### src/rtl/pfb_pkg.sv
// Purpose: shared types and defaults for pattern_flag_bank (FSM states, compare-mode codes, parameter defaults).
// Latency: none, declarations only.
// Backpressure: none, declarations only.
package pfb_pkg;

  typedef enum logic {
    IDLE    = 1'b0,
    PRESENT = 1'b1
  } pfb_state_e;

  localparam logic MODE_TRUE = 1'b0;  // match data against pattern as stored
  localparam logic MODE_INV  = 1'b1;  // match data against bitwise-inverted pattern

  localparam int PFB_NCH_DEF = 4;
  localparam int PFB_PW_DEF  = 7;
  localparam int PFB_CW_DEF  = 4;

endpackage

### src/rtl/pfb_channel.sv
// Purpose: one channel of the bank: pattern match, toggle flag, pending bit, optional saturating hit counter (PFB_EVENT_COUNT_EN).
// Latency: flag/pend/cnt update one edge after a combinational hit.
// Backpressure: pend holds until the top-level handshake clears it; a same-cycle hit re-sets it.
module pfb_channel
  import pfb_pkg::*;
#(
  parameter int PW = PFB_PW_DEF,
  parameter int CW = PFB_CW_DEF
) (
  input  logic          clk,
  input  logic          rst,
  input  logic          en,
  input  logic          mode,
  input  logic          gate_i,
  input  logic [PW-1:0] data_i,
  input  logic [PW-1:0] pat_i,
  input  logic          clr_i,
  output logic          flag_o,
  output logic          pend_o,
  output logic [CW-1:0] cnt_o
);

  logic [PW-1:0] ref_pat;
  logic          hit;
  logic          flag_d, flag_q;
  logic          pend_d, pend_q;

  // Match against the (optionally inverted) pattern; a hit toggles the flag and sets pend, set beating clear.
  always_comb begin
    ref_pat = (mode == MODE_INV) ? ~pat_i : pat_i;
    hit     = en & gate_i & (data_i == ref_pat);
    flag_d  = flag_q ^ hit;
    pend_d  = hit | (pend_q & ~clr_i);
  end

  // Flag and pending state registers.
  always_ff @(posedge clk) begin
    if (rst) begin
      flag_q <= 1'b0;
      pend_q <= 1'b0;
    end else begin
      flag_q <= flag_d;
      pend_q <= pend_d;
    end
  end

  assign flag_o = flag_q;
  assign pend_o = pend_q;

`ifdef PFB_EVENT_COUNT_EN
  logic [CW-1:0] cnt_d, cnt_q;

  // Saturating hit counter: stops at all-ones instead of wrapping.
  always_comb begin
    cnt_d = cnt_q;
    if (hit && (cnt_q != {CW{1'b1}})) cnt_d = cnt_q + CW'(1);
  end

  // Counter register.
  always_ff @(posedge clk) begin
    if (rst) cnt_q <= '0;
    else     cnt_q <= cnt_d;
  end

  assign cnt_o = cnt_q;
`else
  assign cnt_o = '0;
`endif

endmodule

### src/rtl/pattern_flag_bank.sv
// Purpose: NCH-channel pattern matcher with toggle flags and a round-robin valid/ready event port; counters via PFB_EVENT_COUNT_EN.
// Latency: flag 1 edge after hit; event valid at earliest 2 edges after hit; every event occupies >= 2 cycles.
// Backpressure: evt_ch_o holds while evt_valid_o & ~evt_ready_i; pending hits wait in per-channel pend bits.
module pattern_flag_bank
  import pfb_pkg::*;
#(
  parameter int NCH = PFB_NCH_DEF,
  parameter int PW  = PFB_PW_DEF,
  parameter int CW  = PFB_CW_DEF
) (
  input  logic                     clk,
  input  logic                     rst,
  input  logic                     en,
  input  logic                     mode,
  input  logic                     cfg_we,
  input  logic [PW-1:0]            pat_cfg,
  input  logic [NCH*PW-1:0]        data_i,
  input  logic [NCH-1:0]           gate_i,
  output logic [NCH-1:0]           flag_o,
  output logic                     evt_valid_o,
  output logic [$clog2(NCH)-1:0]   evt_ch_o,
  input  logic                     evt_ready_i,
  output logic [NCH*CW-1:0]        cnt_o
);

  localparam int IW = $clog2(NCH);

  logic [PW-1:0]  pat_d, pat_q;
  logic [NCH-1:0] pend;
  logic [NCH-1:0] clr;
  logic           hs;
  logic           gnt_vld;
  logic [IW-1:0]  gnt_ch;
  int             idx;
  pfb_state_e     state_d, state_q;
  logic [IW-1:0]  evt_ch_d, evt_ch_q;
  logic [IW-1:0]  rr_ptr_d, rr_ptr_q;

  // Pattern load is independent of en; compares this cycle still see the old value.
  always_comb begin
    pat_d = cfg_we ? pat_cfg : pat_q;
  end

  // Round-robin pick: scan offsets high to low so the smallest offset from rr_ptr wins.
  always_comb begin
    gnt_vld = 1'b0;
    gnt_ch  = '0;
    idx     = 0;
    for (int i = NCH - 1; i >= 0; i--) begin
      idx = int'(rr_ptr_q) + i;
      if (idx >= NCH) idx = idx - NCH;
      if (pend[idx]) begin
        gnt_vld = 1'b1;
        gnt_ch  = IW'(idx);
      end
    end
  end

  // Handshake FSM next state; the accept edge clears the granted pend bit and advances rr_ptr.
  always_comb begin
    state_d  = state_q;
    evt_ch_d = evt_ch_q;
    rr_ptr_d = rr_ptr_q;
    hs       = 1'b0;
    clr      = '0;
    case (state_q)
      IDLE: begin
        if (gnt_vld) begin
          state_d  = PRESENT;
          evt_ch_d = gnt_ch;
        end
      end
      PRESENT: begin
        if (evt_ready_i) begin
          hs            = 1'b1;
          clr[evt_ch_q] = 1'b1;
          state_d       = IDLE;
          rr_ptr_d      = (evt_ch_q == IW'(NCH - 1)) ? '0 : evt_ch_q + IW'(1);
        end
      end
      default: state_d = IDLE;
    endcase
  end

  // Pattern, FSM state and registered event outputs.
  always_ff @(posedge clk) begin
    if (rst) begin
      pat_q    <= '0;
      state_q  <= IDLE;
      evt_ch_q <= '0;
      rr_ptr_q <= '0;
    end else begin
      pat_q    <= pat_d;
      state_q  <= state_d;
      evt_ch_q <= evt_ch_d;
      rr_ptr_q <= rr_ptr_d;
    end
  end

  assign evt_valid_o = (state_q == PRESENT);
  assign evt_ch_o    = evt_ch_q;

  for (genvar k = 0; k < NCH; k++) begin : g_ch
    pfb_channel #(
      .PW (PW),
      .CW (CW)
    ) u_ch (
      .clk    (clk),
      .rst    (rst),
      .en     (en),
      .mode   (mode),
      .gate_i (gate_i[k]),
      .data_i (data_i[k*PW +: PW]),
      .pat_i  (pat_q),
      .clr_i  (clr[k]),
      .flag_o (flag_o[k]),
      .pend_o (pend[k]),
      .cnt_o  (cnt_o[k*CW +: CW])
    );
  end

endmodule

### config.mk
export PLATFORM = sky130hd
export DESIGN_NAME = pattern_flag_bank
export DESIGN_NICKNAME = d
export VERILOG_FILES = /design/src/rtl/pfb_pkg.sv /design/src/rtl/pfb_channel.sv /design/src/rtl/pattern_flag_bank.sv
export SDC_FILE = /design/constraint.sdc
export NUM_CORES = 1
export LEC_CHECK = 0
export BUFFER_PORTS_ARGS = -buffer_cell sky130_fd_sc_hd__buf_2
export CAP_MARGIN = 30
export CELL_PAD_IN_SITES_DETAIL_PLACEMENT = 0
export CELL_PAD_IN_SITES_GLOBAL_PLACEMENT = 2
export CORE_MARGIN = 2
export CORE_UTILIZATION = 29
export CTS_CLUSTER_SIZE = 28
export DETAILED_ROUTE_END_ITERATION = 12
export HOLD_SLACK_MARGIN = 0.15
export PLACE_DENSITY = 0.95
export SETUP_SLACK_MARGIN = 0.1
export SLEW_MARGIN = 0
export SYNTH_ARGS = -nofsm -noshare
export SYNTH_HDL_FRONTEND = slang
export SYNTH_SLANG_ARGS = --single-unit
### constraint.sdc
create_clock -name clk -period 4.8 [get_ports clk]
set_input_delay 0.24 -clock clk [delete_from_list [all_inputs] [get_ports clk]]
set_output_delay 0.24 -clock clk [all_outputs]
set_load 0.01 [all_outputs]
# Word-level counts from Yosys, hierarchy flattened
# Cells that the tools add are included.
# W data, S select, Z words.
totals:
  register_bits: 20
  inputBits: 45
  output_inout_bits: 23
  wordCells: 97
classes:
  add_sub_neg: 8
  n_lt_le_gt_ge: 10
  eq_ne: 5
  muxes: 33
  bitwise: 26
  n_reduce_logical: 3
op_table:
  columns: ["cell", "n"]
  rows:
  - ["$lt A32 B4 Y1 const B", 4]
  - ["$mux W32", 4]
  - ["$eq A7 B7 Y1", 4]
  - ["$mux W1", 15]
  - ["$and A1 B1 Y1", 12]
  - ["$sub A3 B3 Y4 const B", 3]
  - ["$mux W2", 5]
  - ["$ge A3 B3 Y1 const B", 3]
  - ["$bmux W1 S2", 4]
  - ["$mux W4", 2]
  - ["$mux W7", 1]
  - ["$not A7 Y7", 1]
  - ["$add A2 B2 Y3 const B", 2]
  - ["$not A1 Y1", 5]
  - ["$or A1 B1 Y1", 4]
  - ["$reduce_and A2 Y1", 2]
  - ["$sub A2 B3 Y4 const B", 1]
  - ["$xor A1 B1 Y1", 4]
  - ["$add A2 B1 Y3 const B", 1]
  - ["$ge A2 B3 Y1 const B", 1]
  - ["$lt A2 B3 Y1 const B", 1]
  - ["$add A2 B1 Y2 const B", 1]
  - ["$demux W1 S2", 1]
  - ["$eq A2 B2 Y1 const B", 1]
  - ["other kinds (3)", 3]

# Logic depth before layout (Yosys ltp)
logic_depth:
  depth_word: 12
  mapped_depth: 7
  mapped_depth_nobuf: 5

# By module
# From an unflattened synthesis, not the netlist that was laid out.
unflattened:
  hier_cells: 185
  hier_area_um2: 1564.0
by_module_without_submodules:
  columns: ["module", "instances", "cells_per_inst", "area_per_inst_um2", "seq_area_each_um2"]
  rows:
  - ["pfb_channel", 4, 30, 242.7, 40.0]
  - ["pattern_flag_bank", 1, 65, 593.1, 240.2]

# Least setup slack after synthesis
# OpenSTA, ideal clock, no wires.
synth_timing:
  path_type: "register to register"
  start: "register pat_q[0]"
  end: "register g_ch[1].u_ch.flag_q"
  setup_time_ns: 0.070
  t_arrival_ns: 1.645
  required_time_ns: 4.730
  path_slack_ns: 3.084
  path_stages_with_launch: 7
  n_path_buf: 1
  synth_period_minus_slack_ns: 1.716
  cell_sequence: "dfxtp_1 > buf_6 > xor2_2 > a2111oi_4 > mux2i_2 > or4_1 > a21oi_1"
synth_between:
  elab_chain_cells: 5
synth_rtl:
  columns: ["item", "line", "source"]
  rows:
  - ["from (decl)", "pattern_flag_bank.sv:28", "logic [PW-1:0] pat_d, pat_q;"]
  - ["from (signal assigned)", "pattern_flag_bank.sv:93", "pat_q <= pat_d;"]
  - ["$not A7 Y7", "pfb_channel.sv:30", "ref_pat = (mode == MODE_INV) ? ~pat_i : pat_i;"]
  - ["$mux W7 *", "pfb_channel.sv:30", null]
  - ["$eq A7 B7 Y1 *", "pfb_channel.sv:31", "hit = en & gate_i & (data_i == ref_pat);"]
  - ["$and A1 B1 Y1 *", "pfb_channel.sv:31", null]
  - ["$xor A1 B1 Y1 *", "pfb_channel.sv:32", "flag_d = flag_q ^ hit;"]
  - ["to (signal assigned)", "pfb_channel.sv:42", "flag_q <= flag_d;"]
  - ["to (decl)", "pfb_channel.sv:25", "logic flag_d, flag_q;"]
# Mark *: on every way between the ends. The rest lies on a longest branch, timed or not.
# A chain may end at the register's enable or synchronous reset.

# Worst setup path after layout
layout_timing:
  start: "register pat_q[6]"
  end: "register g_ch[1].u_ch.flag_q"
# Same word-level chain as after synthesis.

==> results.yml <==
clock_network:
  cts_root_buf: "clkbuf_8"
  htree_levels: 1
  cts_made_buffers: 3
  cts_tree: "yes"
  holdBufCountCts: 0
  cts.repair.resized: 0
  clk_path_buf_depth: 2
  post_cts_buffers: 0
  path_clk_slew_ns: 0.08
  clkSinkCount: 20
  clk_latency_ns: 0.26
synth:
  synth_ff_type: "dfxtp_1"
  yosysTopAreaCell: "dfxtp_1"
  yosys.area.top_type_share: 0.242
  synth_edf_count: 0
  synth_area_leaders: "dfxtp_1 24%, buf_4 9.5%, xnor2_1 9.0%"
  syn-mean-instance-area_um2: 8.28
  syn_area_um2: 1660
  ys_ff_latch: 20
  async_flop_share: 0
  yosysUniqueCellTypes: 44
  synth_common_cells: "21 x buf_4, 20 x dfxtp_1, 17 x xnor2_1, 16 x nand2_1, 15 x nor2_1"
  ys_seq_area_frac: 0.242
  synth.most_common_cell: "buf_4"
  netlist_instances: 200
  ys_warn_count: 0
grt:
  grt_pass1_wl_um: 6130
  grt_max_degree: 24
  grt_pass1_vias: 1269
  overflow: 0
  antenna_found_initial: 0
  grt_usage: 0.126
critical_path:
  path_cells: "inv_1 > a2111oi_4 > mux2i_2 > or4_1 > a21oi_1"
  r2r_cells: 5
  critical_path.endpoint: "g_ch[1].u_ch.flag_o$_SDFF_PP0_"
  end_kind: "flop"
  r2r_end: "g_ch[1].u_ch.flag_o$_SDFF_PP0_"
  r2r_start: "pat_q[6]$_SDFFE_PP0P_"
  max_stage_delay_ns: 0.55
  crit_path_start_kind: "flop"
  crit_fanout: 8
  cp.depth: 5
  slowest_stage: "dfxtp_1"
  worstSetupStartpoint: "pat_q[6]$_SDFFE_PP0P_"
  crit_buf_inv: 1
  crit_family: "flip-flops"
  arrival_ns: 2.12
  regToRegSetupSlack_ns: 2.88
  worstSetupPathType: "flop to flop"
  crit_required_ns: 5.00
sta:
  tns_ns: 0
  min_period_ns: 1.92
  setup_ws_ns: 2.88
  relSlewSlack: 0.594
  report.final.slew_viol_count: 0
  finClkSkew_ns: 0.00540
  fin_crit_sh: 0.401
  finalSetupViolCount: 0
  grt_setup_unrepaired: "false"
  worst_slew_pin_slew_ns: 0.604
  hold_viol_final: 0
  fmax_ghz: 0.520
cells_and_area:
  area_delta_synth_final_pct: 12.8
  instances_no_fill: 309
  drive_above_1_share: 0.266
  fillers: 599
  fin_nets: 287
  insertedDiodeCount: 0
drt:
  vias: 1415
  antenna_left: 0
  drcViolationCount: 0
  wl_um: 3980
  firstDrtPassIters: 4
  viasPerCell: 4.58
  drtIter0Drc: 63
  avgRoutedWirePerCell_um: 12.9
worst_hold_path:
  hold_class: "input pin to flop"
  whs_path_depth: 3
power:
  leakage_nw: 0.769
  power_density_nw_per_um2: 217
  max-vdd-ir-drop_uv: 86.4
  power.total_mw: 0.405
placed_design:
  io_buffer_count: 51
  gp_congestion: 0.839
  dp.final_hpwl_um: 3140
  pre_cts_slack_ns: 2.89
  dp.cells: 305
die:
  die_h_um: 79.6
  die_w_um: 79.6
  core_um2: 5510
  num_rows: 27
  initial_core_util: 0.301
  io_pins: 68
  dieArea_um2: 6330
job:
  cap_violations: 0
outcome:
  outcome: "complete, no violations"
## worst min path at each step
| stage | start | to |
|---|---|---|
| after detailed placement | g_ch[1].u_ch.flag_o$_SDFF_PP0_ | g_ch[1].u_ch.flag_o$_SDFF_PP0_ |
| after floorplan | pat_cfg[3] | pat_q[3]$_SDFFE_PP0P_ |
| after CTS | pat_cfg[0] | pat_q[0]$_SDFFE_PP0P_ |
| after global routing | pat_cfg[2] | pat_q[2]$_SDFFE_PP0P_ |
| final | pat_cfg[0] | pat_q[0]$_SDFFE_PP0P_ |
| after global placement | g_ch[1].u_ch.flag_o$_SDFF_PP0_ | g_ch[1].u_ch.flag_o$_SDFF_PP0_ |
## stage by stage
stage,instance area [µm²],hold slack [ns],util
CTS,1870,0.217,0.339
global route,1870,0.217,0.339
finish,1870,0.213,0.339
detailed placement,1810,0.477,0.329
floorplan,1710,0.387,-
global placement,1810,0.463,0.329
## per-layer routing
metal	vias to the layer above	track usage	wire, µm	share of wire
met3	4	0.0147	224	0.056
li1	726	-	-	-
met4	0	0.0466	56	0.014
met1	639	0.175	1970	0.50
met2	46	0.197	1720	0.43
met5	-	0	0	0
## layout make-up
type,instances,area (µm²),share of cell area
Inverter,8,30.0,0.0161
Sequential cell,20,400,0.214
Tap cell,72,90.1,0.0482
Multi-Input combinational cell,154,1040,0.556
Timing Repair Buffer,51,255,0.137
Clock buffer,4,55.1,0.0295
## registers in the layout, summed over array words and instances, names as in the netlist
name and cells:
pat_q 7, g_ch.u_ch.flag_o 4, g_ch.u_ch.pend_o 4, evt_ch_o 2, rr_ptr_q 2, evt_valid_o 1
## kinds of logic (layout without fill, tap and decap cells)
group                      after synthesis  after routing  synth area share
and+or+nand+nor                         55             55             0.164
buffers and inverters                   41             63             0.165
other                                    1             16           0.00226
adders and majority gates                4              4            0.0302
DFF                                     20             20             0.242
muxes                                   12             12            0.0770
AOI/OAI and AO/OA                       43             43             0.188
xor gates and xnor gates                24             24             0.131
## placed cells by master, fill, tap and decap left out, drive strengths merged
cell     Yosys  routed
and4         1       1
xor2         7       7
nor3b        1       1
nor2        15      15
and2         3       3
nor4         3       3
or4          3       3
inv          8       8
nor2b        6       6
buf         25      51
o311ai       1       1
o22a         1       1
mux2         3       3
conb         1      16
o211a        1       1
a21oi       13      13
o22ai        2       2
o31ai        1       1
a22oi        2       2
o21a         1       1
a211o        3       3
xnor2       17      17
o211ai       3       3
mux2i        9       9
a2111o       3       3
clkbuf       8       4
ha           4       4
a2111oi      1       1
nand3        3       3
a211oi       2       2
dfxtp       20      20
nor3         1       1
a41oi        1       1
o21ai        7       7
a21o         1       1
or3          1       1
nand2       16      16
nand4        2       2
## worst reg2reg max path: stages (launching register included)
cell and delay (ns):
dfxtp_1 0.55, inv_1 0.19, a2111oi_4 0.34, mux2i_2 0.14, or4_1 0.51, a21oi_1 0.14
## power breakdown
part	switching (mW)	internal (mW)	total, mW	leakage [nW]
sequential	0.0102	0.170	0.180	0.163
clock	0.0598	0.0731	0.133	0.0288
combinational	0.0497	0.0419	0.0916	0.578
(Power assumes the default switching activity.)
